==> src/rtl/mii_pkg.sv <==
// Definitions shared by the MII nibble transmit and receive cores:
// frame state encoding, framing constants and the nibble bit-mirror helpers.
package mii_pkg;

   typedef enum logic [1:0] {
      IDLE,
      PREAMBLE,
      DATA,
      IFG
   } mii_state_e;

   localparam logic [7:0] PREAMBLE_BYTE    = 8'h55;
   localparam logic [7:0] DEFAULT_SFD_BYTE = 8'hD5;

   // The receiver shifts nibbles in MSB-first, so each nibble goes out mirrored.
   function automatic logic [3:0] nibble_reverse(input logic [3:0] n);
      return {n[0], n[1], n[2], n[3]};
   endfunction

   function automatic logic [3:0] byte_nibble(input logic [7:0] b, input logic hi);
      return nibble_reverse(hi ? b[7:4] : b[3:0]);
   endfunction

endpackage

==> src/rtl/mii_tx_core.sv <==
// MII transmit framer: wraps a valid/ready byte stream in preamble, SFD and an
// inter-frame gap, serialising each byte low nibble first onto TXD.
module mii_tx_core
   import mii_pkg::*;
#(
   parameter int unsigned PREAMBLE_BYTES = 7,
   parameter logic [7:0]  SFD_BYTE       = DEFAULT_SFD_BYTE,
   parameter int unsigned IFG_NIBBLES    = 24
) (
   input  logic       clk,
   input  logic       reset,
   input  logic [7:0] s_data,
   input  logic       s_valid,
   input  logic       s_last,
   output logic       s_ready,
   output logic       busy,
   output logic       error,
   output logic       mii_en,
   output logic       mii_er,
   output logic [3:0] mii_d
);

   localparam logic [4:0] PRE_NIBBLES = 5'(2 * PREAMBLE_BYTES);
   localparam logic [7:0] IFG_LOAD    = 8'(IFG_NIBBLES);
   localparam logic [3:0] PRE_NIBBLE  = byte_nibble(PREAMBLE_BYTE, 1'b0);

   mii_state_e state_q, state_d;
   logic [4:0] pre_cnt_q, pre_cnt_d;
   logic [7:0] ifg_cnt_q, ifg_cnt_d;
   logic       sfd_q, sfd_d;
   logic       phase_q, phase_d;
   logic       last_q, last_d;
   logic [7:0] byte_q, byte_d;
   logic       en_q, en_d;
   logic       er_q, er_d;
   logic       err_q, err_d;
   logic [3:0] d_q, d_d;
   logic       take_byte;

   // A byte is requested while the SFD high nibble or a non-final high nibble is on the wire.
   assign s_ready = reset & (((state_q == PREAMBLE) & sfd_q & phase_q) |
                             ((state_q == DATA) & phase_q & ~last_q));
   assign busy    = (state_q != IDLE);
   assign error   = err_q;
   assign mii_en  = en_q;
   assign mii_er  = er_q;
   assign mii_d   = d_q;

   always_comb begin
      state_d   = state_q;
      pre_cnt_d = pre_cnt_q;
      ifg_cnt_d = ifg_cnt_q;
      sfd_d     = sfd_q;
      phase_d   = phase_q;
      last_d    = last_q;
      byte_d    = byte_q;
      en_d      = 1'b0;
      er_d      = 1'b0;
      err_d     = 1'b0;
      d_d       = 4'h0;
      take_byte = 1'b0;

      unique case (state_q)
         IDLE: begin
            if (s_valid) begin
               state_d   = PREAMBLE;
               pre_cnt_d = PRE_NIBBLES;
               sfd_d     = 1'b0;
               phase_d   = 1'b0;
               en_d      = 1'b1;
               d_d       = PRE_NIBBLE;
            end
         end
         PREAMBLE: begin
            en_d = 1'b1;
            if (!sfd_q) begin
               if (pre_cnt_q == 5'd1) begin
                  sfd_d   = 1'b1;
                  phase_d = 1'b0;
                  d_d     = byte_nibble(SFD_BYTE, 1'b0);
               end else begin
                  pre_cnt_d = pre_cnt_q - 5'd1;
                  d_d       = PRE_NIBBLE;
               end
            end else if (!phase_q) begin
               phase_d = 1'b1;
               d_d     = byte_nibble(SFD_BYTE, 1'b1);
            end else begin
               take_byte = 1'b1;
            end
         end
         DATA: begin
            if (!phase_q) begin
               phase_d = 1'b1;
               en_d    = 1'b1;
               d_d     = byte_nibble(byte_q, 1'b1);
            end else if (last_q) begin
               state_d   = IFG;
               ifg_cnt_d = IFG_LOAD;
            end else begin
               take_byte = 1'b1;
            end
         end
         IFG: begin
            // The underrun nibble occupies the first IFG cycle and is not counted.
            if (!err_q) begin
               if (ifg_cnt_q == 8'd1) begin
                  state_d = IDLE;
               end else begin
                  ifg_cnt_d = ifg_cnt_q - 8'd1;
               end
            end
         end
         default: state_d = IDLE;
      endcase

      if (take_byte) begin
         if (s_valid) begin
            state_d = DATA;
            byte_d  = s_data;
            last_d  = s_last;
            phase_d = 1'b0;
            en_d    = 1'b1;
            d_d     = byte_nibble(s_data, 1'b0);
         end else begin
            state_d   = IFG;
            ifg_cnt_d = IFG_LOAD;
            en_d      = 1'b1;
            er_d      = 1'b1;
            err_d     = 1'b1;
         end
      end
   end

   always_ff @(posedge clk) begin
      if (!reset) begin
         state_q   <= IDLE;
         pre_cnt_q <= 5'd0;
         ifg_cnt_q <= 8'd0;
         sfd_q     <= 1'b0;
         phase_q   <= 1'b0;
         last_q    <= 1'b0;
         byte_q    <= 8'h00;
         en_q      <= 1'b0;
         er_q      <= 1'b0;
         err_q     <= 1'b0;
         d_q       <= 4'h0;
      end else begin
         state_q   <= state_d;
         pre_cnt_q <= pre_cnt_d;
         ifg_cnt_q <= ifg_cnt_d;
         sfd_q     <= sfd_d;
         phase_q   <= phase_d;
         last_q    <= last_d;
         byte_q    <= byte_d;
         en_q      <= en_d;
         er_q      <= er_d;
         err_q     <= err_d;
         d_q       <= d_d;
      end
   end

endmodule

==> config.mk <==
export PLATFORM = sky130hd
export DESIGN_NAME = mii_tx_core
export DESIGN_NICKNAME = d
export VERILOG_FILES = /design/src/rtl/mii_pkg.sv /design/src/rtl/mii_tx_core.sv
export SDC_FILE = /design/constraint.sdc
export NUM_CORES = 1
export LEC_CHECK = 0
export CORE_ASPECT_RATIO = 0.75
export CORE_MARGIN = 5
export CORE_UTILIZATION = 55
export DETAILED_ROUTE_END_ITERATION = 12
export PLACE_DENSITY = 0.75
export SLEW_MARGIN = 10
export SYNTH_ARGS = -nofsm -noshare
export SYNTH_HDL_FRONTEND = slang
export SYNTH_SLANG_ARGS = --single-unit
==> constraint.sdc <==
create_clock -name clk -period 4.8 [get_ports clk]
set_input_delay 0.96 -clock clk [delete_from_list [all_inputs] [get_ports clk]]
set_output_delay 0.96 -clock clk [all_outputs]
set_load 0.02 [all_outputs]
==> metrics.md <==
| Metric | Value |
|---|---|
| Skew-Pair Late Insertion Delay | 280 ps |
| DRC | 0 |
| IO Pins | 21 |
| Gp weighted congestion | 0.886 |
| Post-Synthesis Cells | 192 |
| Tot GR Track Use | 19.0% |
| Hold Path Depth | 2 |
| Async S/R FF share, synth | 0% |
| Final period utilization | 71.5% |
| CTS tree | built |
| Max cap viols | 0 |
| Final ANT Viol Nets | 0 |
| Worst hold start | byte_q[7] |
| Minimum clock period | 3430 ps |
| Reg2reg start | state_q[0] |
| Critical-path cell list | clkdlybuf4s50_1 > buf_4 > nand2_1 > a21oi_1 > clkdlybuf4s50_1 |
| Top cell type's share of synthesized area | about a third |
| Largest net degree at the start of global routing | 26 |
| Die ar. | 4230 µm² |
| Congestion Overflow GR | 0 |
| CTS Hold Bufs | 0 |
| TritonCTS Sinks | 28 |
| Slew Viols, Final | 0 |
| RSZ-0062 raised after global routing | no |
| Syn Area/Cell | 8.65 µm² |
| Setup Skew | 8.53 ps |
| Yosys Warn Count | 0 |
| Core area | 2910 µm² |
| Area grow syn2layout | 16.9% |
| CP arrival | 2470 ps |
| NetSw | around 0.4 mW |
| Drt total wl | 3790 µm |
| Die Y | 57.6 µm |
| Crit-path slowest cell | clkdlybuf4s50_1 |
| Syn Std Cell Area | 1660 µm² |
| CP startpoint kind | input port |
| Deepest clock path buffer count | 2 |
| Class of the worst hold path | flop to flop |
| CP Max Fanout | 25 |
| Setup TNS | 0 ps |
| Worst-margin pin slew | 991 ps |
| Main area contributors after synthesis | dfxtp_1 (34%), ha_1 (7.5%), a21oi_1 (5.4%) |
| Crit Path Category | input port to output port |
| First-pass GRT wire length | 6410 µm |
| Clk pin slew, worst setup/hold paths | 110 ps |
| P_leak | 0.736 nW |
| Reg2Reg Depth | 7 |
| Critical Path Sink Type | output port |
| H-tree depth | 1 |
| Worst reg-to-reg setup slack | 2230 ps |
| Layout cells sized above 1 | 7.18% |
| Worst path most repeated cell | clkdlybuf4s50_1 |
| FMAX | 0.291 GHz |
| Fillers | around 230 |
| Post-CTS setup buffers | 0 |
| FF-to-FF End | mii_d[1] |
| IO buf count | 20 |
| Register area share after synthesis | 33.7% |
| Ys flop type | dfxtp_1 |
| Worst VDD drop | roughly 0.00038 V |
| Final core occ | 66.7% |
| Per-cell routed wire length | 15.3 µm |
| Post-CTS Resized | 0 |
| Hold Crit Endpoint | byte_q[7] |
| Number of unique standard cell types used by synthesis | 50 |
| Die width | 73.5 µm |
| Initial DRC Count | 97 |
| Clk pwr share | 18.9% |
| Drt pass-1 iters | 4 |
| DR vias/cell | ~5.8 |
| Via count | 1,421 |
| Initial antenna violation count | 0 |
| Vias in the first global route | between 1,000 and 1,500 |
| EDFF count, synth | 0 |
| Internal power | 0.614 mW |
| Fin. Hold Viols | 0 |
| CP Data Required Time | ~3800 ps |
| Row count | 17 |
| Max incr delay on CP | 620 ps |
| Flop pwr share | 33.4% |
| Root buffer cell | clkbuf_8 |
| Post-DP HPWL | 2690 µm |
| Ant. Diodes | 0 |
| Slew headroom | 33.8% |
| Synth area leader | dfxtp_1 |
| Status | completed |
| Initial Utilization | 57.0% |
| NumNets Final | 232 |
| Cell Pwr Density | 523 nW/µm² |
| Inserted Clock Buffers | 3 |
| Switching Share | 39.6% |
| Final setup violation count | 0 |
| Comb power frac | between 40% and 50% |
| Synth Register Bits | 28 |
| Syn Nets | ~210 |
critical path: cells and delay by family:
family	cells	cell delay, ps
and+or+nand+nor	1	80
AOI/OAI and AO/OA	1	120
buffers and inverters	3	1310
stage by stage:
step                      hold slack [ps]  setup slack [ps]  cells  instance area, µm²  total power, mW
after detailed placement              514              1370    243                1870            0.812
after global placement                493              1380    243                1870            0.794
final                                 536              1370    247                1940             1.02
after CTS                             532              1370    247                1940             1.01
after floorplan                       474              2230    192                1660            0.697
after global routing                  561              1290    247                1940             1.09
layout by cell type (no fill, tap or decap), types with 2 or more instances in the layout:
master / count
a22oi_1: 4
and3_1: 2
xnor2_1: 2
clkdlybuf4s50_1: 20
a21boi_1: 3
inv_1: 14
clkbuf_8: 3
a21o_1: 3
o211a_1: 2
nand3_1: 2
a31oi_1: 4
nand3b_1: 3
xor2_1: 2
nand2_1: 17
ha_1: 10
nor3_1: 3
a21oi_1: 18
nand2b_1: 6
nor2_1: 10
nor3b_1: 4
mux2i_1: 6
a211oi_1: 2
o21a_1: 2
nor2b_1: 11
dfxtp_1: 28
o21ai_0: 4
state kept, by name, indices dropped and copies added, names as in the netlist, 2 cells and up:
signal     count
pre_cnt_q      5
mii_d          4
state_q        2
byte_q         4
ifg_cnt_q      8
worst max-delay path by stage:
stage,startpoint,to,slack (ps),depth (start not counted)
after floorplan,reset,s_ready,2230,3
after global placement,reset,s_ready,1380,5
after detailed placement,reset,s_ready,1370,5
after CTS,reset,s_ready,1370,5
after global routing,reset,s_ready,1290,5
final,reset,s_ready,1370,5
Yosys cell counts, types with 3 or more instances:
library cell   n
nor2b_1       11
nor3_1         3
nand3b_1       3
nand2_1       17
dfxtp_1       28
inv_1         14
a21boi_1       3
clkbuf_1       3
a22oi_1        4
a21o_1         3
ha_1          10
a21oi_1       18
buf_2          3
a31oi_1        4
mux2i_1        6
o21ai_0        4
nor2_1        10
nor3b_1        4
nand2b_1       6
per-layer routing:
metal	wire, µm	share of wire, %	global-route usage, %	vias to the layer above
li1	-	-	-	708
met1	1830	48	26.9	662
met2	1660	44	29.2	47
met3	273	7.2	5.46	4
met4	23	0.61	2.84	0
met5	0	0	0	-
cells by family (layout without fill, tap and decap cells):
group / after synthesis / after routing / share of synthesized area [%]
xor+xnor: 4 / 4 / 2.11
fa+ha+maj: 10 / 10 / 7.53
simple gates: 69 / 69 / 25.1
buf+inv: 22 / 39 / 5.87
compound gates: 52 / 52 / 21.4
flops: 28 / 28 / 33.7
mux: 7 / 7 / 4.29
power by group through the flow:
stage	logic, mW	clock network, mW	registers, mW
6_report	0.484	0.192	0.339
5_1_grt	0.541	0.201	0.347
3_3_place_gp	0.457	0	0.337
3_5_place_dp	0.471	0	0.341
2_1_floorplan	0.360	0	0.337
4_1_cts	0.480	0.192	0.338
cell type report:
| cell class | count | area [µm²] | area share (%) |
|---|---|---|---|
| Inverter | 14 | 52.6 | 2.70 |
| Tap cell | 38 | 47.5 | 2.45 |
| Clock inverter | 1 | 30.0 | 1.55 |
| Timing Repair Buffer | 21 | 208 | 10.7 |
| Clock buffer | 3 | 41.3 | 2.12 |
| Sequential cell | 28 | 561 | 28.8 |
| Multi-Input combinational cell | 142 | 1000 | 51.6 |
Note: power is estimated with default switching activity, not from simulation.
==> RTL edit: new RTL, config.mk and constraints unchanged <==
Put one more register stage on the output `error`, cleared by the reset. The value now appears one clock later. The other outputs are not delayed to match.
--- a/src/rtl/mii_tx_core.sv
+++ b/src/rtl/mii_tx_core.sv
@@ -42,5 +42,11 @@
                              ((state_q == DATA) & phase_q & ~last_q));
    assign busy    = (state_q != IDLE);
-   assign error   = err_q;
+   always_ff @(posedge clk) begin
+      if (!reset) begin
+         error <= '0;
+      end else begin
+         error <= err_q;
+      end
+   end
    assign mii_en  = en_q;
    assign mii_er  = er_q;
Behaviour: no difference found for any inputs over 10 cycles, from zero or initial values and one cycle with reset low; that may be too few to reach the edited logic, so the function may still have changed.
==> RTL edit against the original RTL <==
Synthesized area rose by 1.7%. Largest cell class unchanged. Highest routed layer unchanged. Count of clock-buffer cells in the layout rose by 3. Hold slack got worse by 65 ps. Global-route usage rose by 0.67 points. Sequential share of layout area rose by 0.67 points. Register-to-register slack improved by 220 ps. Final area rose by 1.2%. Sequential cell count rose by 1. Wire length rose by 4.5%. Via count rose by 11%. Setup slack got worse by 130 ps.
Power is not compared: it rests on default switching activity, and its combinational part moved more than twofold at a synthesized area within 25%.
==> RTL edit: results <==
[outcome]
run_status = "complete, no violations"

[global_route]
grt_first_pass_wirelength_mm = 6.69
antenna_found_initial = 0
use_met1 = 0.284
grt_pass1_vias = 1450
gr-usage-met3 = 0.0624
grt_util_met2 = 0.284
pin_count_of_the_biggest_net_entering_global_routing = 17
globalRouteTotalUtil = 0.197

[hold_path]
hp-class = "flop to flop"
worstHoldStart = "byte_q[6]"
worstHoldEndpoint = "byte_q[6]"

[cells_and_area]
flops_and_latches = 29
area_share_clock_buf_inv = 0.0420
layout.nets = 245
reg_top3 = "ifg_cnt_q (8), pre_cnt_q (5)"
layout.non_clock_inverters = 12
layout_cell_share_with_drive_strength_beyond_1 = 0.0580
n_clock_buffer = 6
nonClockBufferCount = 20
layout.nonclk_buf_frac = 0.102
seq_area_frac = 0.295
finalCoreUtilization = 0.670
fillerInstances = 240
nMultiInputCombCells = 155
multiInputGateArea_um2 = 1010

[cts]
cts.path.max_buffers = 2
total_cts_buffers = 5
clock_transition_at_the_registers_of_the_reported_paths_ps = 60
worst_skew_pair.late_latency_ps = 270
ctsHtreeMaxLevel = 2
ctsRootBufferMaster = "clkbuf_8"

[placement]
place.detailed.hpwl_mm = 2.91
finalWeightedCongestion = 0.830
place_worst_setup_slack_ps = 1260
dpl_cell_area_um2 = 1880

[route]
avgRoutedWirePerCell_um = 15.1
detail_route.iter0.violations = 88
drtPass1Iterations = 4
routed_via_density = 6.00
detail_route.wirelength_mm = 3.96

[synth]
synth.area.top_cells = "dfxtp_1 (34%), a21oi_1 (7.4%), ha_1 (7.4%)"
post_synth_most_frequent_cells = "dfxtp_1 (29), a21oi_1 (25), nand2_1 (22)"
yosysSeqAreaShare = 0.344
netlist-cell-type-count = 43
synth_nets = 228
synth_cells = 206

[worst_setup_path]
worstReg2RegStart = "state_q[0]"
timing.critical_path.slowest_stage_cell = "clkdlybuf4s50_1"
reg2reg_slack_ps = 2450
worst_r2r_path_depth = 6
max_stage_delay_ps = 790
reg2reg_to = "ifg_cnt_q[7]"
critical_path.max_fanout = 14
critPathArrivalTime_ps = 2600

[sta]
fin_worst_hold_slack_ps = 471
slew_headroom = 0.450
worst_clock_skew_ps = 5.37

[power_and_ir_drop]
static-leakage-power_nw = 0.734
-- RTL edit: worst max path at each step --
stage,startpoint,end,slack (ps),depth (start not counted)
2_1_floorplan,reset,s_ready,2250,3
3_3_place_gp,reset,s_ready,1320,4
3_5_place_dp,reset,s_ready,1260,4
4_1_cts,reset,s_ready,1260,4
5_1_grt,reset,s_ready,1160,4
6_report,reset,s_ready,1240,4
-- RTL edit: power by group --
group / internal (mW) / switching [mW] / leakage, nW
Sequential: 0.256 / 0.0144 / 0.236
Clock: 0.100 / 0.0886 / 0.0450
Combinational: 0.0605 / 0.0716 / 0.453
Total: 0.416 / 0.175 / 0.734
-- RTL edit: kinds of logic after synthesis --
kind of cell | synth area share
and+or+nand+nor | 0.254
buffers and inverters | 0.0578
DFF | 0.344
adders and majority gates | 0.0741
muxes | 0.0252
AOI/OAI and AO/OA | 0.245
-- RTL edit: per-layer routing --
metal,part of all wire,wire [um]
met3,0.059,234
met5,0,0
met1,0.49,1930
met2,0.44,1760
met4,0.0094,37
